$ cat src/rtl/timer_pkg.sv
// timer_pkg: state encoding and timing constants shared by the game timers
package timer_pkg;

    typedef enum logic [1:0] {
        ST_IDLE   = 2'd0,
        ST_RUN    = 2'd1,
        ST_PAUSED = 2'd2,
        ST_DONE   = 2'd3
    } state_t;

    // One second of the 100 MHz system clock, also used by the elapsed-time up-counter
    localparam int DEFAULT_TICKS_PER_SEC = 100000000;

endpackage

$ cat src/rtl/sec_prescaler.sv
// sec_prescaler: divides clock_100Mhz down to a one-cycle strobe once per second
//   clock_100Mhz  system clock
//   reset         asynchronous active-low reset
//   enable        advance the cycle counter this cycle; when low the counter holds
//   clear         restart the second from zero (takes priority over enable)
//   wrap          high in the cycle the counter rolls from TICKS_PER_SEC-1 to 0
module sec_prescaler
    import timer_pkg::*;
#(
    parameter int TICKS_PER_SEC = DEFAULT_TICKS_PER_SEC
) (
    input  logic clock_100Mhz,
    input  logic reset,
    input  logic enable,
    input  logic clear,
    output logic wrap
);

    localparam int PW = $clog2(TICKS_PER_SEC);
    localparam logic [PW-1:0] TOP = PW'(TICKS_PER_SEC - 1);

    logic [PW-1:0] cycles;
    logic          at_top;

    assign at_top = cycles == TOP;
    assign wrap   = enable && !clear && at_top;

    always_ff @(posedge clock_100Mhz or negedge reset) begin
        if (!reset)
            cycles <= '0;
        else if (clear)
            cycles <= '0;
        else if (enable)
            cycles <= at_top ? '0 : cycles + 1'b1;
    end

endmodule

$ cat src/rtl/countdown_timer.sv
// countdown_timer: loadable seconds countdown with pause/resume and expiry for the crane game
//   clock_100Mhz   system clock
//   reset          asynchronous active-low reset
//   load           strobe: take load_value as the new count and return to IDLE
//   load_value     seconds to count down from
//   start          strobe: begin or resume counting
//   pause          strobe: freeze counting, keeping the partial second
//   count          seconds remaining
//   running        counting is active
//   expired        level, round over
//   expired_pulse  one-cycle strobe on reaching DONE
//   tick           one-cycle strobe on each decrement
//   warning        running with few seconds left
module countdown_timer
    import timer_pkg::*;
#(
    parameter int TICKS_PER_SEC  = DEFAULT_TICKS_PER_SEC,
    parameter int WIDTH          = 16,
    parameter int WARN_THRESHOLD = 10
) (
    input  logic             clock_100Mhz,
    input  logic             reset,
    input  logic             load,
    input  logic [WIDTH-1:0] load_value,
    input  logic             start,
    input  logic             pause,
    output logic [WIDTH-1:0] count,
    output logic             running,
    output logic             expired,
    output logic             expired_pulse,
    output logic             tick,
    output logic             warning
);

    localparam logic [WIDTH-1:0] WARN = WIDTH'(WARN_THRESHOLD);

    state_t           state, state_n;
    logic [WIDTH-1:0] count_n;
    logic             tick_n, expired_pulse_n;
    logic             pre_en, pre_clear, wrap;

    // The prescaler only advances in RUN when nothing higher-priority is pending,
    // so a pause coinciding with the last cycle of a second leaves it at the top.
    assign pre_en    = state == ST_RUN && !pause && !load;
    assign pre_clear = load || (state == ST_IDLE && start);

    sec_prescaler #(
        .TICKS_PER_SEC(TICKS_PER_SEC)
    ) u_prescaler (
        .clock_100Mhz(clock_100Mhz),
        .reset       (reset),
        .enable      (pre_en),
        .clear       (pre_clear),
        .wrap        (wrap)
    );

    always_comb begin
        state_n         = state;
        count_n         = count;
        tick_n          = 1'b0;
        expired_pulse_n = 1'b0;
        if (load) begin
            state_n = ST_IDLE;
            count_n = load_value;
        end else begin
            case (state)
                ST_IDLE: begin
                    if (start) begin
                        state_n         = count != '0 ? ST_RUN : ST_DONE;
                        expired_pulse_n = count == '0;
                    end
                end
                ST_RUN: begin
                    if (pause) begin
                        state_n = ST_PAUSED;
                    end else if (wrap && count != '0) begin
                        count_n         = count - 1'b1;
                        tick_n          = 1'b1;
                        state_n         = count == WIDTH'(1) ? ST_DONE : ST_RUN;
                        expired_pulse_n = count == WIDTH'(1);
                    end
                end
                ST_PAUSED: state_n = start ? ST_RUN : ST_PAUSED;
                default:   count_n = '0;
            endcase
        end
    end

    always_ff @(posedge clock_100Mhz or negedge reset) begin
        if (!reset) begin
            state         <= ST_IDLE;
            count         <= '0;
            tick          <= 1'b0;
            expired_pulse <= 1'b0;
        end else begin
            state         <= state_n;
            count         <= count_n;
            tick          <= tick_n;
            expired_pulse <= expired_pulse_n;
        end
    end

    assign running = state == ST_RUN;
    assign expired = state == ST_DONE;
    assign warning = running && count != '0 && count <= WARN;

endmodule

$ cat config.mk
export PLATFORM = sky130hd
export DESIGN_NAME = countdown_timer
export DESIGN_NICKNAME = d
export VERILOG_FILES = /design/src/rtl/timer_pkg.sv /design/src/rtl/sec_prescaler.sv /design/src/rtl/countdown_timer.sv
export SDC_FILE = /design/constraint.sdc
export NUM_CORES = 1
export LEC_CHECK = 0
export CORE_MARGIN = 2
export CORE_UTILIZATION = 45
export CTS_CLUSTER_DIAMETER = 80
export DETAILED_ROUTE_END_ITERATION = 6
export GPL_TIMING_DRIVEN = 0
export PLACE_DENSITY_LB_ADDON = 0.08
export SLEW_MARGIN = 25
export SYNTH_ARGS = -nofsm -noshare
export SYNTH_HDL_FRONTEND = slang
export SYNTH_HIERARCHICAL = 1
export SYNTH_SLANG_ARGS = --single-unit
$ cat constraint.sdc
create_clock -name clock_100Mhz -period 6.85 [get_ports clock_100Mhz]
set_input_delay 0.685 -clock clock_100Mhz [delete_from_list [all_inputs] [get_ports clock_100Mhz]]
set_output_delay 0.685 -clock clock_100Mhz [all_outputs]
set_load 0.02 [all_outputs]
==> impl_metrics.json, run 1 <==
{
  "hold_violations": 0,
  "finalCritPeriodShare": 0.456,
  "p_int_mw": 0.560,
  "drive_above_1_share": 0.0990,
  "remaining_drc_errors": 0,
  "top_layer_used": "met4",
  "tightest_slew_ns": 0.830,
  "comb_power_share": 0.423,
  "viasPerCell": 6.16,
  "multi_input_area_um2": 1760,
  "grt_usage": 0.233,
  "seq_area_um2": 1180,
  "hold_class": "in -> async",
  "clk_latency_ns": 0.31,
  "synth_edf_count": 0,
  "synth_area_per_cell_um2": 8.85,
  "r2r_slack_ns": 3.91,
  "reg2reg_from": "state[0]",
  "outcome": "finished clean",
  "p_sw_frac": 0.423,
  "irDropWorstVdd_uv": 186,
  "area_growth_pct": 19.5,
  "cts_tree": "yes",
  "htree_levels": 2,
  "setup_violations": 0,
  "setup_ws_ns": 3.72,
  "rsz0062_at_grt": "false",
  "n_fill_cell": 645,
  "criticalPathCategory": "reg -> out",
  "timing.fmax_mhz": 320,
  "crit_arrival_ns": 2.44,
  "fin_crit_ns": 3.13,
  "ant_nets": 0,
  "finalClockSkew_ns": 0.0103,
  "seq_power_share": 0.385,
  "die_x_um": 86.5,
  "wirelength_mm": 8.53,
  "post_cts_resized": 0,
  "worstPathRequired_ns": 6.16,
  "antenna_found_initial": 0,
  "globalplace.congestion": 0.945,
  "vias": 2922,
  "syn_area_um2": 3060,
  "synth_flop_cell": "dfrtp_1",
  "first_pass_iters": 4,
  "grt_pass1_vias": 2709,
  "hpwl_mm": 5.87,
  "numCtsBuffers": 5,
  "pwr_density_cell_nw_per_um2": 265,
  "cts_setup_buffers": 0,
  "worst-path-max-fanout": 8,
  "reg2regPathDepth": 10,
  "io_pins": 42,
  "tns_ns": 0,
  "overflow": 0,
  "fin_hold_ws_ns": 0.379,
  "syn_nets": 376,
  "cp-end-kind": "primary output",
  "core_area_um2": 6680,
  "die_y_um": 86.5,
  "start_kind": "flip-flop",
  "worstReg2RegEnd": "u_prescaler/cycles[26]",
  "cts_buffer_depth": 2,
  "holdBufCountCts": 0,
  "wl_met1_mm": 4.31,
  "wl_per_cell_um": 18.0,
  "power_switching_mw": 0.410,
  "layout_commonest_cell": "dfrtp_1",
  "rows": 30,
  "total_leakage_power_nw": 1.44,
  "ys_warn_count": 6,
  "start_util": 0.458,
  "diodes": 0,
  "dpl_cell_area_um2": 3560,
  "place_ws_ns": 3.91,
  "ys_seq_area_frac": 0.384,
  "cts.sinks": 47,
  "slew_headroom": 0.445,
  "slew_violations": 0,
  "clk_pin_slew_ns": 0.09,
  "final_cell_mix": "47 x dfrtp_1, 39 x clkdlybuf4s50_1, 30 x nand2_1",
  "clkPwrFrac": 0.191,
  "dieArea_um2": 7480,
  "drv_cap": 0,
  "grt_pass1_wl_mm": 13.8,
  "synth_cell_type_count": 61,
  "synth-seq-cells": 47,
  "async_reset_ff_frac": 1.00,
  "synthCells": 346,
  "grt_max_degree": 48,
  "io_buffers": 40,
  "dr_wl_met3_um": 374,
  "routed-wl-met2_mm": 3.78,
  "dr.first_iter.drc_count": 187,
  "cts-root-buf": "clkbuf_8",
  "final_cell_area_um2": 3660,
  "fin_nets": 423
}
## cells by family after synthesis
family                     synth area share
buffers and inverters                0.0421
adders and majority gates            0.0368
AOI/OAI and AO/OA                     0.240
DFF                                   0.384
and+or+nand+nor                       0.280
muxes                                0.0139
xor gates and xnor gates            0.00286
## critical path: stages, from the launching register on
cell and delay (ns):
dfrtp_1 0.38, clkbuf_1 0.20, or4_1 0.53, nor2_1 0.20
and4b_1 0.21, clkdlybuf4s50_1 0.61
## how the worst max path moves through the flow
| stage | startpoint | end | slack [ns] | cells after the start |
|---|---|---|---|---|
| after detailed placement | load | u_prescaler/cycles[26] | 3.91 | 10 |
| after CTS | count[8] | warning | 3.75 | 5 |
| final | count[8] | warning | 3.72 | 5 |
| after global placement | reset | u_prescaler/cycles[1] | 3.62 | 1 |
| after floorplan | load | count[8] | 4.37 | 10 |
| after global routing | count[8] | warning | 3.63 | 5 |
## flip-flops by register name, summed over array words and instances, names as in the netlist
| name | flops |
|---|---|
| expired_pulse | 1 |
| count | 16 |
| u_prescaler/cycles | 27 |
| tick | 1 |
| state | 2 |
## cells in the mapped netlist (9+ instances only)
master | number | area (µm²)
o21ai_0 | 21 | 105
nor3_1 | 10 | 50.1
inv_1 | 11 | 41.3
nor2_1 | 25 | 93.8
nand2_1 | 30 | 113
a31oi_1 | 24 | 150
nand3_1 | 16 | 80.1
ha_1 | 9 | 113
nand2b_1 | 11 | 68.8
dfrtp_1 | 47 | 1180
a21oi_1 | 28 | 140
## final cells by class
cell class	instances	share of cell area
tap	80	0.0274
clock buffer	6	0.0226
sequential	47	0.322
timing repair buffer	40	0.109
clock inverter	2	0.00445
buffer	19	0.0239
inverter	11	0.0113
multi-input combinational	269	0.480
## metal layers
metal  global-route usage  vias to the layer above
met1                0.354                     1427
li1                     -                     1405
met5                    0                        -
met2                0.355                       85
met4               0.0469                        0
met3               0.0314                        5
## stage by stage
stage	utilization	instances	power, mW
4_1_cts	0.547	474	0.968
5_1_grt	0.547	474	1.02
3_5_place_dp	0.533	466	0.782
6_report	0.547	474	0.970
3_3_place_gp	0.533	466	0.779
2_1_floorplan	-	346	0.619
## power groups by stage
stage | Clock [mW] | Combinational (mW) | Sequential, mW
after floorplan | 0 | 0.215 | 0.404
after global placement | 0 | 0.403 | 0.376
after detailed placement | 0 | 0.405 | 0.377
after CTS | 0.189 | 0.407 | 0.371
after global routing | 0.201 | 0.444 | 0.379
final | 0.186 | 0.411 | 0.374
Power figures use the tool's default switching activity.
==> run 2, diff against run 1 <==
==> constraint.sdc (replaced) <==
create_clock -name clock_100Mhz -period 3.1 [get_ports clock_100Mhz]
set_input_delay 0.31 -clock clock_100Mhz [delete_from_list [all_inputs] [get_ports clock_100Mhz]]
set_output_delay 0.31 -clock clock_100Mhz [all_outputs]
set_load 0.02 [all_outputs]
==> run 2 against run 1 <==
Net effect: core utilization about the same; wire length shrank 0.49%; clock power grew 120%; sequential power grew 120%; setup slack lost 3.5 ns; combinational power increased by 120%; cell area about the same; sequential cell count is the same; die area unchanged; hold slack worse by 0.37 ns; largest power group unchanged.
==> impl_metrics.json, run 2 (synthesis results as in run 1) <==
{
  "grt_pass1_wl_mm": 13.8,
  "multi_input_area_um2": 1760,
  "irDropWorstVdd_uv": 410,
  "dr.first_iter.drc_count": 187,
  "first_pass_iters": 4,
  "io_pins": 42,
  "cts.sinks": 47,
  "slew_headroom": 0.445,
  "fin_nets": 423,
  "outcome": "finished clean",
  "n_fill_cell": 644,
  "p_sw_frac": 0.422,
  "timing.fmax_mhz": 353,
  "hpwl_mm": 5.87,
  "cp_cell_sequence": "ha_2 > nand2b_1 > clkbuf_1 > nor2_1 > nand2b_1 > a31oi_1 > buf_2 > buf_2 > a31oi_1 > a31oi_1",
  "numCtsBuffers": 5,
  "layout_commonest_cell": "dfrtp_1",
  "setup_ws_ns": 0.269,
  "seq_power_share": 0.385,
  "die_y_um": 86.5,
  "seq_area_um2": 1180,
  "fin_hold_ws_ns": 0.00398,
  "drive_above_1_share": 0.102,
  "clk_pin_slew_ns": 0.10,
  "crit_buf_inv": 3,
  "power_switching_mw": 0.904,
  "holdBufCountCts": 0,
  "vias": 2906,
  "viasPerCell": 6.13,
  "comb_power_share": 0.424,
  "globalplace.congestion": 0.945,
  "fin_crit_ns": 2.83,
  "total_leakage_power_nw": 1.44,
  "die_x_um": 86.5,
  "cts-root-buf": "clkbuf_8",
  "core_area_um2": 6680,
  "antenna_found_initial": 0,
  "io_buffers": 40,
  "grt_max_degree": 48,
  "critPathMaxStageDelay_ns": 0.49,
  "crit_start": "state[0]",
  "worst-path-max-fanout": 10,
  "pwr_density_cell_nw_per_um2": 586,
  "grt_pass1_vias": 2709,
  "cts_buffer_depth": 2,
  "p_int_mw": 1.24,
  "start_util": 0.458,
  "drv_cap": 0,
  "ant_nets": 0,
  "hold_class": "in -> async",
  "final_cell_area_um2": 3660,
  "top_register": "u_prescaler/cycles",
  "final_cell_mix": "47 x dfrtp_1, 39 x clkdlybuf4s50_1, 30 x nand2_1",
  "remaining_drc_errors": 0,
  "rows": 30,
  "tightest_slew_ns": 0.829,
  "clkPwrFrac": 0.191,
  "worstPathRequired_ns": 3.33,
  "finalClockSkew_ns": 0.0102,
  "criticalPathCategory": "reg -> reg",
  "rsz0062_at_grt": "false",
  "reg2reg_from": "state[0]",
  "area_growth_pct": 19.6,
  "grt_usage": 0.233,
  "place_ws_ns": 0.240,
  "wl_per_cell_um": 17.9,
  "reg_top3": "u_prescaler/cycles (27), count (16), state (2)",
  "p_total_mw": 2.14,
  "slowest_stage": "dfrtp_1",
  "dieArea_um2": 7480,
  "crit_arrival_ns": 3.06,
  "dpl_cell_area_um2": 3560,
  "htree_levels": 2,
  "overflow": 0,
  "cp_common_cell": "a31oi_1",
  "cp-end-kind": "flip-flop",
  "diodes": 0,
  "setup_violations": 0,
  "clk_latency_ns": 0.31,
  "wirelength_mm": 8.49,
  "start_kind": "flip-flop",
  "largest_reg_flops": 27,
  "hold_violations": 0,
  "cp_top_family": "buffers and inverters",
  "cts_tree": "yes",
  "tns_ns": 0,
  "slew_violations": 0,
  "finalCritPeriodShare": 0.913
}
run 2: cell counts in the layout (fill, tap and decap cells not counted):
No cell type changed its count.
run 2: repair_timing:
| action | CTS | global route |
|---|---|---|
| gates resized for setup | 0 | 1 |
| setup endpoints to repair | 0 | 25 |
| buffers inserted | 0 | 0 |
run 2: path summary, 6_finish.rpt:
path | to | slack (ns) | cells after the start
max in group asynchronous | u_prescaler/cycles[23] | 2.67 | 1
min in group clock_100Mhz | state[1] | 0.51 | 3
setup reg to reg | u_prescaler/cycles[26] | 0.27 | 10
hold / removal | count[14] | 0.004 | 1
hold reg to reg | u_prescaler/cycles[26] | 0.51 | 1
setup / recovery | u_prescaler/cycles[26] | 0.27 | 10
run 2: power by group through the flow:
stage	clock network, mW	registers [mW]	logic (mW)
2_1_floorplan	0	0.894	0.475
3_3_place_gp	0	0.831	0.891
3_5_place_dp	0	0.833	0.895
4_1_cts	0.419	0.821	0.900
5_1_grt	0.444	0.837	0.983
6_report	0.410	0.825	0.908
run 2: metal layers:
metal / GRT usage / vias up / wire [µm] / share of wire
met4: 0.0469 / 0 / 65 / 0.0077
met5: 0 / - / 0 / 0
li1: - / 1405 / - / -
met3: 0.0314 / 5 / 412 / 0.049
met2: 0.355 / 88 / 3740 / 0.44
met1: 0.354 / 1408 / 4270 / 0.50
run 2: worst reg2reg max path, stage by stage, from the launching register on:
cell and delay [ns]:
dfrtp_1 0.49, ha_2 0.34, nand2b_1 0.07, clkbuf_1 0.22, nor2_1 0.27, nand2b_1 0.13
a31oi_1 0.34, buf_2 0.32, buf_2 0.30, a31oi_1 0.11, a31oi_1 0.17
run 2: area by class of cell:
| cell class | count | area share |
|---|---|---|
| timing repair buffer | 40 | 0.109 |
| clock buffer | 6 | 0.0226 |
| buffer | 19 | 0.0239 |
| inverter | 11 | 0.0113 |
| multi-input combinational | 269 | 0.480 |
| sequential | 47 | 0.321 |
| clock inverter | 2 | 0.00444 |
| tap | 80 | 0.0274 |
run 2: through the flow:
| stage | utilization | instances |
|---|---|---|
| 4_1_cts | 0.547 | 474 |
| 2_1_floorplan | - | 346 |
| 3_5_place_dp | 0.533 | 466 |
| 5_1_grt | 0.548 | 474 |
| 3_3_place_gp | 0.533 | 466 |
| 6_report | 0.548 | 474 |
==> run 3, diff against run 2 <==
--- a/config.mk
+++ b/config.mk
@@ -6,7 +6,7 @@
 export NUM_CORES = 1
 export LEC_CHECK = 0
 export CORE_MARGIN = 2
-export CORE_UTILIZATION = 45
+export CORE_UTILIZATION = 40
 export CTS_CLUSTER_DIAMETER = 80
 export DETAILED_ROUTE_END_ITERATION = 6
 export GPL_TIMING_DRIVEN = 0
==> run 3 against run 2 <==
Net effect: sequential cell count unchanged; power down 3.6%; critical path depth rose by 1; register-to-register slack gained 0.09 ns; largest power group unchanged.
==> impl_metrics.json, run 3 (synthesis results as in run 1) <==
{
  "outcome": "finished clean",
  "start_util": 0.417,
  "grt_pass1_vias": 2622,
  "final_cell_mix": "47 x dfrtp_1, 39 x clkdlybuf4s50_1, 30 x nand2_1",
  "irDropWorstVdd_uv": 426,
  "crit_arrival_ns": 2.92,
  "ant_nets": 0,
  "p_total_mw": 2.07,
  "critPathMaxStageDelay_ns": 0.48,
  "cts_setup_buffers": 0,
  "dieArea_um2": 8370,
  "cts-root-buf": "clkbuf_8",
  "dr.first_iter.drc_count": 271,
  "tns_ns": 0,
  "tightest_slew_ns": 0.841,
  "seq_area_um2": 1180,
  "slew_headroom": 0.437,
  "clk_pin_slew_ns": 0.09,
  "cp_cell_sequence": "ha_2 > nand2b_1 > clkbuf_1 > nor2_1 > nand2b_1 > nor2_1 > nor2b_1 > a31oi_4 > buf_4 > a221oi_1 > a21oi_1",
  "largest_reg_flops": 27,
  "cts_tree": "yes",
  "remaining_drc_errors": 0,
  "hold_class": "in -> async",
  "hpwl_mm": 5.85,
  "rows": 31,
  "final_util": 0.501,
  "area_growth_pct": 19.9,
  "p_sw_frac": 0.415,
  "htree_levels": 2,
  "first_pass_iters": 5,
  "viasPerCell": 5.92,
  "numCtsBuffers": 5,
  "criticalPathCategory": "reg -> reg",
  "top_register": "u_prescaler/cycles",
  "timing.fmax_mhz": 364,
  "clk_latency_ns": 0.29,
  "fin_nets": 423,
  "cp_top_family": "simple AND/OR/NAND/NOR gates",
  "reg2reg_from": "state[0]",
  "crit_buf_inv": 2,
  "worstReg2RegEnd": "count[0]",
  "finalCritPeriodShare": 0.885,
  "slew_violations": 0,
  "worst-path-max-fanout": 10,
  "setup_violations": 0,
  "diodes": 0,
  "r2r_slack_ns": 0.36,
  "reg2regPathDepth": 11,
  "multi_input_area_um2": 1770,
  "crit_cells": 11,
  "die_y_um": 91.5,
  "fin_crit_ns": 2.74,
  "clkPwrFrac": 0.171,
  "worstPathRequired_ns": 3.28,
  "cts_buffer_depth": 2,
  "hold_violations": 0,
  "n_fill_cell": 715,
  "io_buffers": 40,
  "wl_per_cell_um": 17.0,
  "vias": 2907,
  "total_leakage_power_nw": 1.43,
  "finalClockSkew_ns": 0.00378,
  "slowest_stage": "dfrtp_1",
  "io_pins": 42,
  "layout_commonest_cell": "dfrtp_1",
  "wirelength_mm": 8.34,
  "cts.sinks": 47,
  "reg_top3": "u_prescaler/cycles (27), count (16), state (2)",
  "cp-end-kind": "flip-flop",
  "rsz0062_at_grt": "false",
  "drv_cap": 0,
  "globalplace.congestion": 0.880,
  "core_area_um2": 7330,
  "p_int_mw": 1.21,
  "pwr_density_cell_nw_per_um2": 563,
  "overflow": 0,
  "start_kind": "flip-flop",
  "grt_usage": 0.208,
  "comb_power_share": 0.430,
  "seq_power_share": 0.399,
  "antenna_found_initial": 0,
  "drive_above_1_share": 0.0995,
  "grt_max_degree": 48,
  "grt_pass1_wl_mm": 13.9,
  "power_switching_mw": 0.858,
  "die_x_um": 91.5
}
==> run 3: changes by cell type in the layout (fill, tap and decap cells not counted), sizes merged <==
| cell | change |
|---|---|
| clkinv | -1 |
| clkinvlp | -1 |
==> run 3: layer usage <==
layer | track usage | share of wire | vias to the layer above
li1 | - | - | 1400
met4 | 0.0480 | 0.0074 | 0
met1 | 0.319 | 0.51 | 1423
met2 | 0.303 | 0.44 | 77
met3 | 0.0357 | 0.045 | 7
met5 | 0 | 0 | -
==> run 3: layout make-up <==
| cell class | count | share of cell area |
|---|---|---|
| plain buffers | 19 | 0.0239 |
| clock buffers | 6 | 0.0198 |
| inverters | 11 | 0.0113 |
| multi-input cells | 269 | 0.482 |
| flip-flops and latches | 47 | 0.320 |
| well taps | 99 | 0.0338 |
| repair buffers | 40 | 0.108 |
==> run 3: through the flow <==
step,cells,worst slack (ns),instance area (µm²),hold WS (ns)
CTS,491,0.220,3650,0.0552
floorplan,346,0.664,3060,0.0144
detailed placement,485,0.235,3580,0.377
global placement,485,0.223,3580,0.473
finish,491,0.355,3670,0.0182
global route,491,0.0465,3670,0.0728
==> run 3: how the worst max path moves through the flow <==
stage / startpoint / end / slack (ns)
floorplan: state[1] / count[8] / 0.66
global placement: reset / u_prescaler/cycles[2] / 0.22
detailed placement: state[0] / u_prescaler/cycles[2] / 0.24
CTS: state[0] / u_prescaler/cycles[2] / 0.22
global route: state[0] / count[1] / 0.05
finish: state[0] / count[0] / 0.36
==> run 3: worst reg2reg max path: cells and delay by family (launching register included) <==
kind	cells	cell delay [ns]
buf+inv	2	0.41
simple gates	5	0.97
fa+ha+maj	1	0.35
flops	1	0.48
compound gates	3	0.43
==> run 3: repair_timing <==
action	in CTS	in global routing
gates resized for setup	0	3
hold buffers	0	0
setup endpoints to repair	0	28
==> run 3: power by group through the flow <==
stage	combinational [mW]	clock, mW	sequential (mW)
final	0.889	0.353	0.825
after global routing	0.975	0.399	0.841
after CTS	0.888	0.366	0.824
after detailed placement	0.884	0	0.834
after global placement	0.880	0	0.836
after floorplan	0.475	0	0.894
